===== src/rtl/hilo_muldiv_ctrl.sv =====
// hilo_muldiv_ctrl: iterative multiply/divide sequencer owning HI/LO updates.
// Accepts MULT/MULTU/DIV/DIVU, runs WIDTH shift-add or restoring-divide
// iterations, then issues a one-cycle HI/LO write to the register file.
// Ports:
//   clk, rst            clock (rising edge), async active-high reset
//   start, op           request and opcode (0=MULT 1=MULTU 2=DIV 3=DIVU)
//   srcA, srcB          rs / rt operands
//   flush               cancel any in-flight operation (priority over start)
//   hiloRead            decode is issuing MFHI/MFLO this cycle
//   busy, stall         operation in flight; MFHI/MFLO hold request
//   writeLoHi           one-cycle HI/LO write strobe
//   writeData/writeDataHi  LO / HI results
module hilo_muldiv_ctrl #(
  parameter int unsigned WIDTH = 32,
  parameter int unsigned CNT_W = 6
) (
  input  logic             clk,
  input  logic             rst,
  input  logic             start,
  input  logic [1:0]       op,
  input  logic [WIDTH-1:0] srcA,
  input  logic [WIDTH-1:0] srcB,
  input  logic             flush,
  input  logic             hiloRead,
  output logic             busy,
  output logic             stall,
  output logic             writeLoHi,
  output logic [WIDTH-1:0] writeData,
  output logic [WIDTH-1:0] writeDataHi
);

  localparam int unsigned     PW        = 2 * WIDTH;
  localparam logic [CNT_W-1:0] LAST_ITER = CNT_W'(WIDTH - 1);

  typedef enum logic [1:0] {
    S_IDLE = 2'd0,
    S_CALC = 2'd1,
    S_DONE = 2'd2
  } state_t;

  state_t r_state;
  state_t w_state_next;

  // r_p: {HI, LO} working register; product accumulator or {remainder, quotient}
  logic [PW-1:0]    r_p;
  logic [WIDTH-1:0] r_b;
  logic [WIDTH-1:0] r_raw_a;
  logic             r_is_div;
  logic             r_neg;
  logic             r_neg_dvd;
  logic             r_dz;
  logic [CNT_W-1:0] r_cnt;

  logic             w_accept;
  logic             w_last;
  logic             w_sgn;
  logic             w_a_neg;
  logic             w_b_neg;
  logic [WIDTH-1:0] w_mag_a;
  logic [WIDTH-1:0] w_mag_b;
  logic [WIDTH:0]   w_mul_sum;
  logic [PW-1:0]    w_mul_next;
  logic [WIDTH:0]   w_div_shift;
  logic [WIDTH+1:0] w_div_diff;
  logic [PW-1:0]    w_div_next;
  logic [PW-1:0]    w_p_iter;
  logic [PW-1:0]    w_prod_fin;
  logic [WIDTH-1:0] w_q_fin;
  logic [WIDTH-1:0] w_r_fin;
  logic [WIDTH-1:0] w_lo_fin;
  logic [WIDTH-1:0] w_hi_fin;

  // Operand decode: signed ops work on magnitudes
  assign w_accept = start && !flush;
  assign w_sgn    = !op[0];
  assign w_a_neg  = w_sgn && srcA[WIDTH-1];
  assign w_b_neg  = w_sgn && srcB[WIDTH-1];
  assign w_mag_a  = w_a_neg ? (~srcA + WIDTH'(1)) : srcA;
  assign w_mag_b  = w_b_neg ? (~srcB + WIDTH'(1)) : srcB;

  // Shift-add multiply step: multiplier sits in LO and shifts out LSB first
  assign w_mul_sum  = {1'b0, r_p[PW-1:WIDTH]} + (r_p[0] ? {1'b0, r_b} : {(WIDTH+1){1'b0}});
  assign w_mul_next = {w_mul_sum, r_p[WIDTH-1:1]};

  // Restoring divide step: shift next dividend bit into the partial remainder
  assign w_div_shift = {r_p[PW-1:WIDTH], r_p[WIDTH-1]};
  assign w_div_diff  = {1'b0, w_div_shift} - {2'b00, r_b};
  assign w_div_next  = w_div_diff[WIDTH+1]
                     ? {w_div_shift[WIDTH-1:0], r_p[WIDTH-2:0], 1'b0}
                     : {w_div_diff[WIDTH-1:0],  r_p[WIDTH-2:0], 1'b1};

  assign w_p_iter = r_is_div ? w_div_next : w_mul_next;
  assign w_last   = (r_cnt == LAST_ITER);

  // Sign correction applied to the result of the final iteration
  assign w_prod_fin = r_neg ? (~w_p_iter + PW'(1)) : w_p_iter;
  assign w_q_fin    = r_neg ? (~w_p_iter[WIDTH-1:0] + WIDTH'(1)) : w_p_iter[WIDTH-1:0];
  assign w_r_fin    = r_neg_dvd ? (~w_p_iter[PW-1:WIDTH] + WIDTH'(1)) : w_p_iter[PW-1:WIDTH];

  // Divide by zero reports all-ones quotient and the raw dividend
  assign w_lo_fin = !r_is_div ? w_prod_fin[WIDTH-1:0] : (r_dz ? {WIDTH{1'b1}} : w_q_fin);
  assign w_hi_fin = !r_is_div ? w_prod_fin[PW-1:WIDTH] : (r_dz ? r_raw_a : w_r_fin);

  // State register
  always_ff @(posedge clk or posedge rst) begin
    if (rst) begin
      r_state <= S_IDLE;
    end else begin
      r_state <= w_state_next;
    end
  end

  // Next-state and strobe decode
  always_comb begin
    w_state_next = r_state;
    busy         = 1'b0;
    writeLoHi    = 1'b0;
    stall        = 1'b0;
    case (r_state)
      S_IDLE: begin
        if (w_accept) w_state_next = S_CALC;
      end
      S_CALC: begin
        busy = 1'b1;
        if (flush)       w_state_next = S_IDLE;
        else if (w_last) w_state_next = S_DONE;
      end
      S_DONE: begin
        busy         = 1'b1;
        writeLoHi    = !flush;
        w_state_next = S_IDLE;
      end
      default: w_state_next = S_IDLE;
    endcase
    stall = hiloRead && busy;
  end

  // Datapath: operand capture, iteration, result latch on the final step
  always_ff @(posedge clk or posedge rst) begin
    if (rst) begin
      r_p         <= '0;
      r_b         <= '0;
      r_raw_a     <= '0;
      r_is_div    <= 1'b0;
      r_neg       <= 1'b0;
      r_neg_dvd   <= 1'b0;
      r_dz        <= 1'b0;
      r_cnt       <= '0;
      writeData   <= '0;
      writeDataHi <= '0;
    end else begin
      case (r_state)
        S_IDLE: begin
          if (w_accept) begin
            r_p       <= {{WIDTH{1'b0}}, w_mag_a};
            r_b       <= w_mag_b;
            r_raw_a   <= srcA;
            r_is_div  <= op[1];
            r_neg     <= w_a_neg ^ w_b_neg;
            r_neg_dvd <= w_a_neg;
            r_dz      <= op[1] && (srcB == '0);
            r_cnt     <= '0;
          end
        end
        S_CALC: begin
          if (!flush) begin
            r_p   <= w_p_iter;
            r_cnt <= r_cnt + CNT_W'(1);
            if (w_last) begin
              writeData   <= w_lo_fin;
              writeDataHi <= w_hi_fin;
            end
          end
        end
        default: ;
      endcase
    end
  end

endmodule


===== config.mk =====
export PLATFORM = sky130hd
export DESIGN_NAME = hilo_muldiv_ctrl
export DESIGN_NICKNAME = d
export VERILOG_FILES = /design/src/rtl/hilo_muldiv_ctrl.sv
export SDC_FILE = /design/constraint.sdc
export NUM_CORES = 1
export LEC_CHECK = 0
export ABC_AREA = 1
export ABC_CLOCK_PERIOD_IN_PS = 19400
export CAP_MARGIN = 20
export CORE_MARGIN = 1
export CORE_UTILIZATION = 29
export CTS_CLUSTER_DIAMETER = 200
export DETAILED_ROUTE_END_ITERATION = 16
export DONT_BUFFER_PORTS = 1
export PLACE_DENSITY = 0.5
export SLEW_MARGIN = 20
export SYNTH_ARGS = -nofsm -noshare
export SYNTH_HDL_FRONTEND = slang
export SYNTH_SLANG_ARGS = --single-unit

===== constraint.sdc =====
create_clock -name clk -period 19.4 [get_ports clk]
set_clock_uncertainty 0.2 [all_clocks]
set_input_delay 5.82 -clock clk [delete_from_list [all_inputs] [get_ports clk]]
set_output_delay 5.82 -clock clk [all_outputs]
set_load 0.03 [all_outputs]

# Word level (Yosys, flattened, before mapping)
# Cells that the tools add are included.
# word_totals
output_inout_bits	67
word_cells	71
ff_bits	204
# classes
mux	24
eq_ne	6
bitwise	7
add_sub_neg	8
n_reduce_logical	15
# ops
cell	n
2-to-1 mux 64 bit	5
2-to-1 mux 32 bit	9
adder 32 x 1 -> 32 bit, second input constant	4
inverter 32 bit	4
one-hot mux 64 bit (2 select lines)	1
adder 64 x 1 -> 64 bit, second input constant	1
inverter 64 bit	1
subtractor 33 x 32 -> 34 bit	1
adder 32 x 32 -> 33 bit	1
zero test 32 bit	1
2-to-1 mux 6 bit	2
one-hot mux 6 bit (2 select lines)	1
adder 6 x 1 -> 6 bit, second input constant	1
== test 6 x 5 -> 1 bit, second input constant	1
2-to-1 mux 2 bit	3
AND reduction 3 bit	2
logical AND 1 bit	5
inequality test 2 bit, second input constant	2
one-hot mux 2 bit (2 select lines)	1
AND reduction 2 bit	2
inequality test 3 bit, second input constant	1
== test 2 x 1 -> 1 bit, second input constant	1
== test 2 bit, second input constant	1
zero test 1 bit	2
other kinds (6)	7

# Depth between registers and ports, before layout
# depth
ltp_word	8
depth_mapped	34
depth_no_buf	33

# Worst setup path after synthesis
# Ideal clock, no wire load.
# synth_path
path_kind	input -> output
start	in flush
end	out writeLoHi
cell_stages	1
t_required_ns	13.380
slack_ns	7.147
path_buffers	0
t_arrival_ns	6.233
path_cell_list	nor2_1
# synth_via
elab_chain_cells	2
# synth_lines
element	line	source
start: declaration	23	input logic flush,
zero test 1 bit	-	
2-to-1 mux 1 bit	119	case (r_state)
end: declaration	27	output logic writeLoHi,
# No other way between the ends.

# Final worst setup path
# Same ends and word-level chain as after synthesis.

==> metrics.yaml <==
grt_pass1_wl_um: 112000
hold_path.class: "register to register"
ys.flop_type: "dfrtp_1"
globalRouteOverflowTotal: 0
seq_area_um2: 5110
ys_types: 64
multi_input_area_um2: 11700
path_cells: "nor2_1"
hold_depth: 2
crit_fanout: 3
syn2layout_area_growth_pct: 8.29
wl_met1_um: 32600
worst_setup_path_start_kind: "input port"
synth-seq-cells: 204
cp_slowest_cell: "nor2_1"
maxCapViolCount: 0
via_per_inst: 4.95
ant_nets: 0
h-tree-depth: 1
die_area_um2: 67000
worstMarginPinSlew_ns: 1.11
cts_tree: "done"
netlist.area_leader.share: 0.267
die_w_um: 259
cellLeakagePower_uw: 0.0109
path_clk_slew_ns: 0.06
nets: 3154
post-route-drc-count: 0
fin_ws_ns: 7.14
finalSetupViolCount: 0
worstRegToRegCells: 28
placement.io_buffers: 0
cts_sinks: 204
p_int_uw: 1610
p_clk_frac: 0.132
cts_hold_buf: 0
grt_setup_unrepaired: "false"
async_reset_ff_frac: 1.00
numCtsBuffers: 26
syn_area_um2: 19100
yosys_warnings: 0
syn-num-nets: 3214
period_needed_ns: 12.26
power.share.switching: 0.578
combPwrFrac: 0.687
fin_setup_tns_ns: 0
p_per_area_nw_per_um2: 184
n_fill_cell: 7277
io_pins: 138
routed_wl_um: 72500
crit_type: "input port to output pin"
wl_per_cell_um: 18.7
syn-mean-instance-area_um2: 6.23
pwr-share-seq: 0.181
cts-root-buf: "clkbuf_16"
diodes: 0
wl_met3_um: 4270
place_congestion: 0.946
slew_viol_final: 0
run_status: "finished, final reports clean"
end_kind: "output pin"
critPathTopFamily: "simple AND/OR/NAND/NOR gates"
pre_cts_slack_ns: 7.14
cts_resized: 0
peakVddDrop_uv: 100
fin_crit_sh: 0.632
grt.total_usage: 0.216
max_stage_delay_ns: 0.42
clockBufferDepth: 3
dr.pass1.iters: 9
yosys.area.top_type: "dfrtp_1"
fin_util: 0.320
finalHoldViolCount: 0
insertion_delay_ns: 0.58
power_switching_uw: 2210
crit_buf_inv: 0
grt_pass1_vias: 18400
start_util: 0.295
post_cts_buffers: 0
worstPathArrival_ns: 6.24
drt_iter0_drc: 1621
die_h_um: 259
vias: 19200
antenna_found_initial: 1
synth_cells: 3069
maxSlewHeadroom: 0.261
crit_cells: 1
grt_max_degree: 81
place_hpwl_um: 57000
synthTopCellsByArea: "dfrtp_1 (27%), nand2_1 (18%), inv_1 (9.3%)"
drive_above_1_share: 0.0697
core_area_um2: 64800
cp_data_required_time_ns: 13.38
rows: 93
top_layer_used: "met4"
timing.fmax_ghz: 0.0816
synth_edf_count: 0
met2_length_um: 33200
yosysSeqAreaShare: 0.267
[final cells by class]
type	count	share of cell area
sequential	204	0.247
clock inverter	9	0.00562
clock buffer	37	0.0368
tap	855	0.0516
inverter	491	0.0893
timing repair buffer	18	0.00652
multi-input combinational	2268	0.563
[cell usage after synthesis (10+ instances only)]
master     instances
nor3_1            29
nor2_4            11
dfrtp_1          204
o21ai_1           33
xnor2_1           11
nor2_1           243
nand3_1          222
nand2_1          931
a21oi_1          151
nand4_1           46
ha_1              72
nor2_2            26
buf_6             10
inv_1            473
inv_2             13
nand2_2           18
o21ai_0          220
clkbuf_1          66
a2bb2oi_1         19
buf_2             18
xor2_1            58
nand3_2           27
o211ai_1          10
o22ai_1           23
or2_2             10
[power groups by stage]
stage                     clock network, µW  logic [µW]  registers (µW)
after floorplan                           0        1940             630
after global placement                    0        2610             702
after detailed placement                  0        2610             701
after CTS                               516        2620             694
after global routing                    533        2950             707
final                                   503        2620             693
[kinds of logic (layout without fill, tap and decap cells)]
logic type / count (synthesis) / in the layout / share of synthesized area
muxes: 1 / 1 / 0.000719
adders and majority gates: 74 / 74 / 0.0492
AOI/OAI and AO/OA: 507 / 507 / 0.149
buffers and inverters: 597 / 555 / 0.124
and+or+nand+nor: 1617 / 1617 / 0.378
xor gates and xnor gates: 69 / 69 / 0.0316
DFF: 204 / 204 / 0.267
[worst paths after layout]
check,from,endpoint,slack (ns)
min reg2reg,r_raw_a[6]$_DFFE_PP0P_,r_raw_a[6]$_DFFE_PP0P_,0.28
max reg2reg,r_b[26]$_DFFE_PP0P_,writeDataHi[14]$_DFFE_PP0P_,13.99
min in group asynchronous,rst,r_b[0]$_DFFE_PP0P_,4.99
max,flush,writeLoHi,7.14
max in group asynchronous,rst,writeDataHi[15]$_DFFE_PP0P_,11.85
min,r_raw_a[6]$_DFFE_PP0P_,r_raw_a[6]$_DFFE_PP0P_,0.28
[metrics by stage]
stage / hold slack (ns) / area [µm²] / total power, µW / cells
2_1_floorplan: 0.237 / 19100 / 2570 / 3069
3_3_place_gp: 0.253 / 19800 / 3310 / 3836
3_5_place_dp: 0.257 / 19800 / 3310 / 3836
4_1_cts: 0.270 / 20700 / 3830 / 3882
5_1_grt: 0.297 / 20700 / 4190 / 3882
6_report: 0.277 / 20700 / 3820 / 3882
[cells in the final DEF (no fill, tap or decap), drive strengths merged, types with 3 or more instances in the layout]
cell type    n
nand2      952
inv        484
nor2       281
o21ai      260
nand3      257
dfrtp      204
a21oi      153
ha          72
xor2        58
nand4       52
clkbuf      37
nor3        36
o22ai       23
a2bb2oi     19
buf         18
or2         14
clkinv      13
xnor2       11
o211ai      10
and2        10
o221ai       9
nand3b       8
o21bai       6
a31oi        6
nor4         5
o21a         5
o31ai        5
o22a         3
[metal layers]
layer	global-route usage	vias to the layer above
li1	-	9721
met1	0.290	8833
met2	0.355	548
met3	0.0297	105
met4	0.0694	0
met5	0	-
[flip-flops by register name (all words and copies together), names as in the netlist]
signal and flops:
r_is_div 1, r_state 2, r_cnt 6, r_raw_a 32, writeData 32, r_p 64
r_neg_dvd 1, r_neg 1, r_dz 1, r_b 32, writeDataHi 32
[tightest hold or removal path, stage by stage (launching register included)]
cell     delay, ns
dfrtp_1       0.33
nand2_1       0.06
nand2_1       0.05
Note: power is estimated with default switching activity, not from simulation.
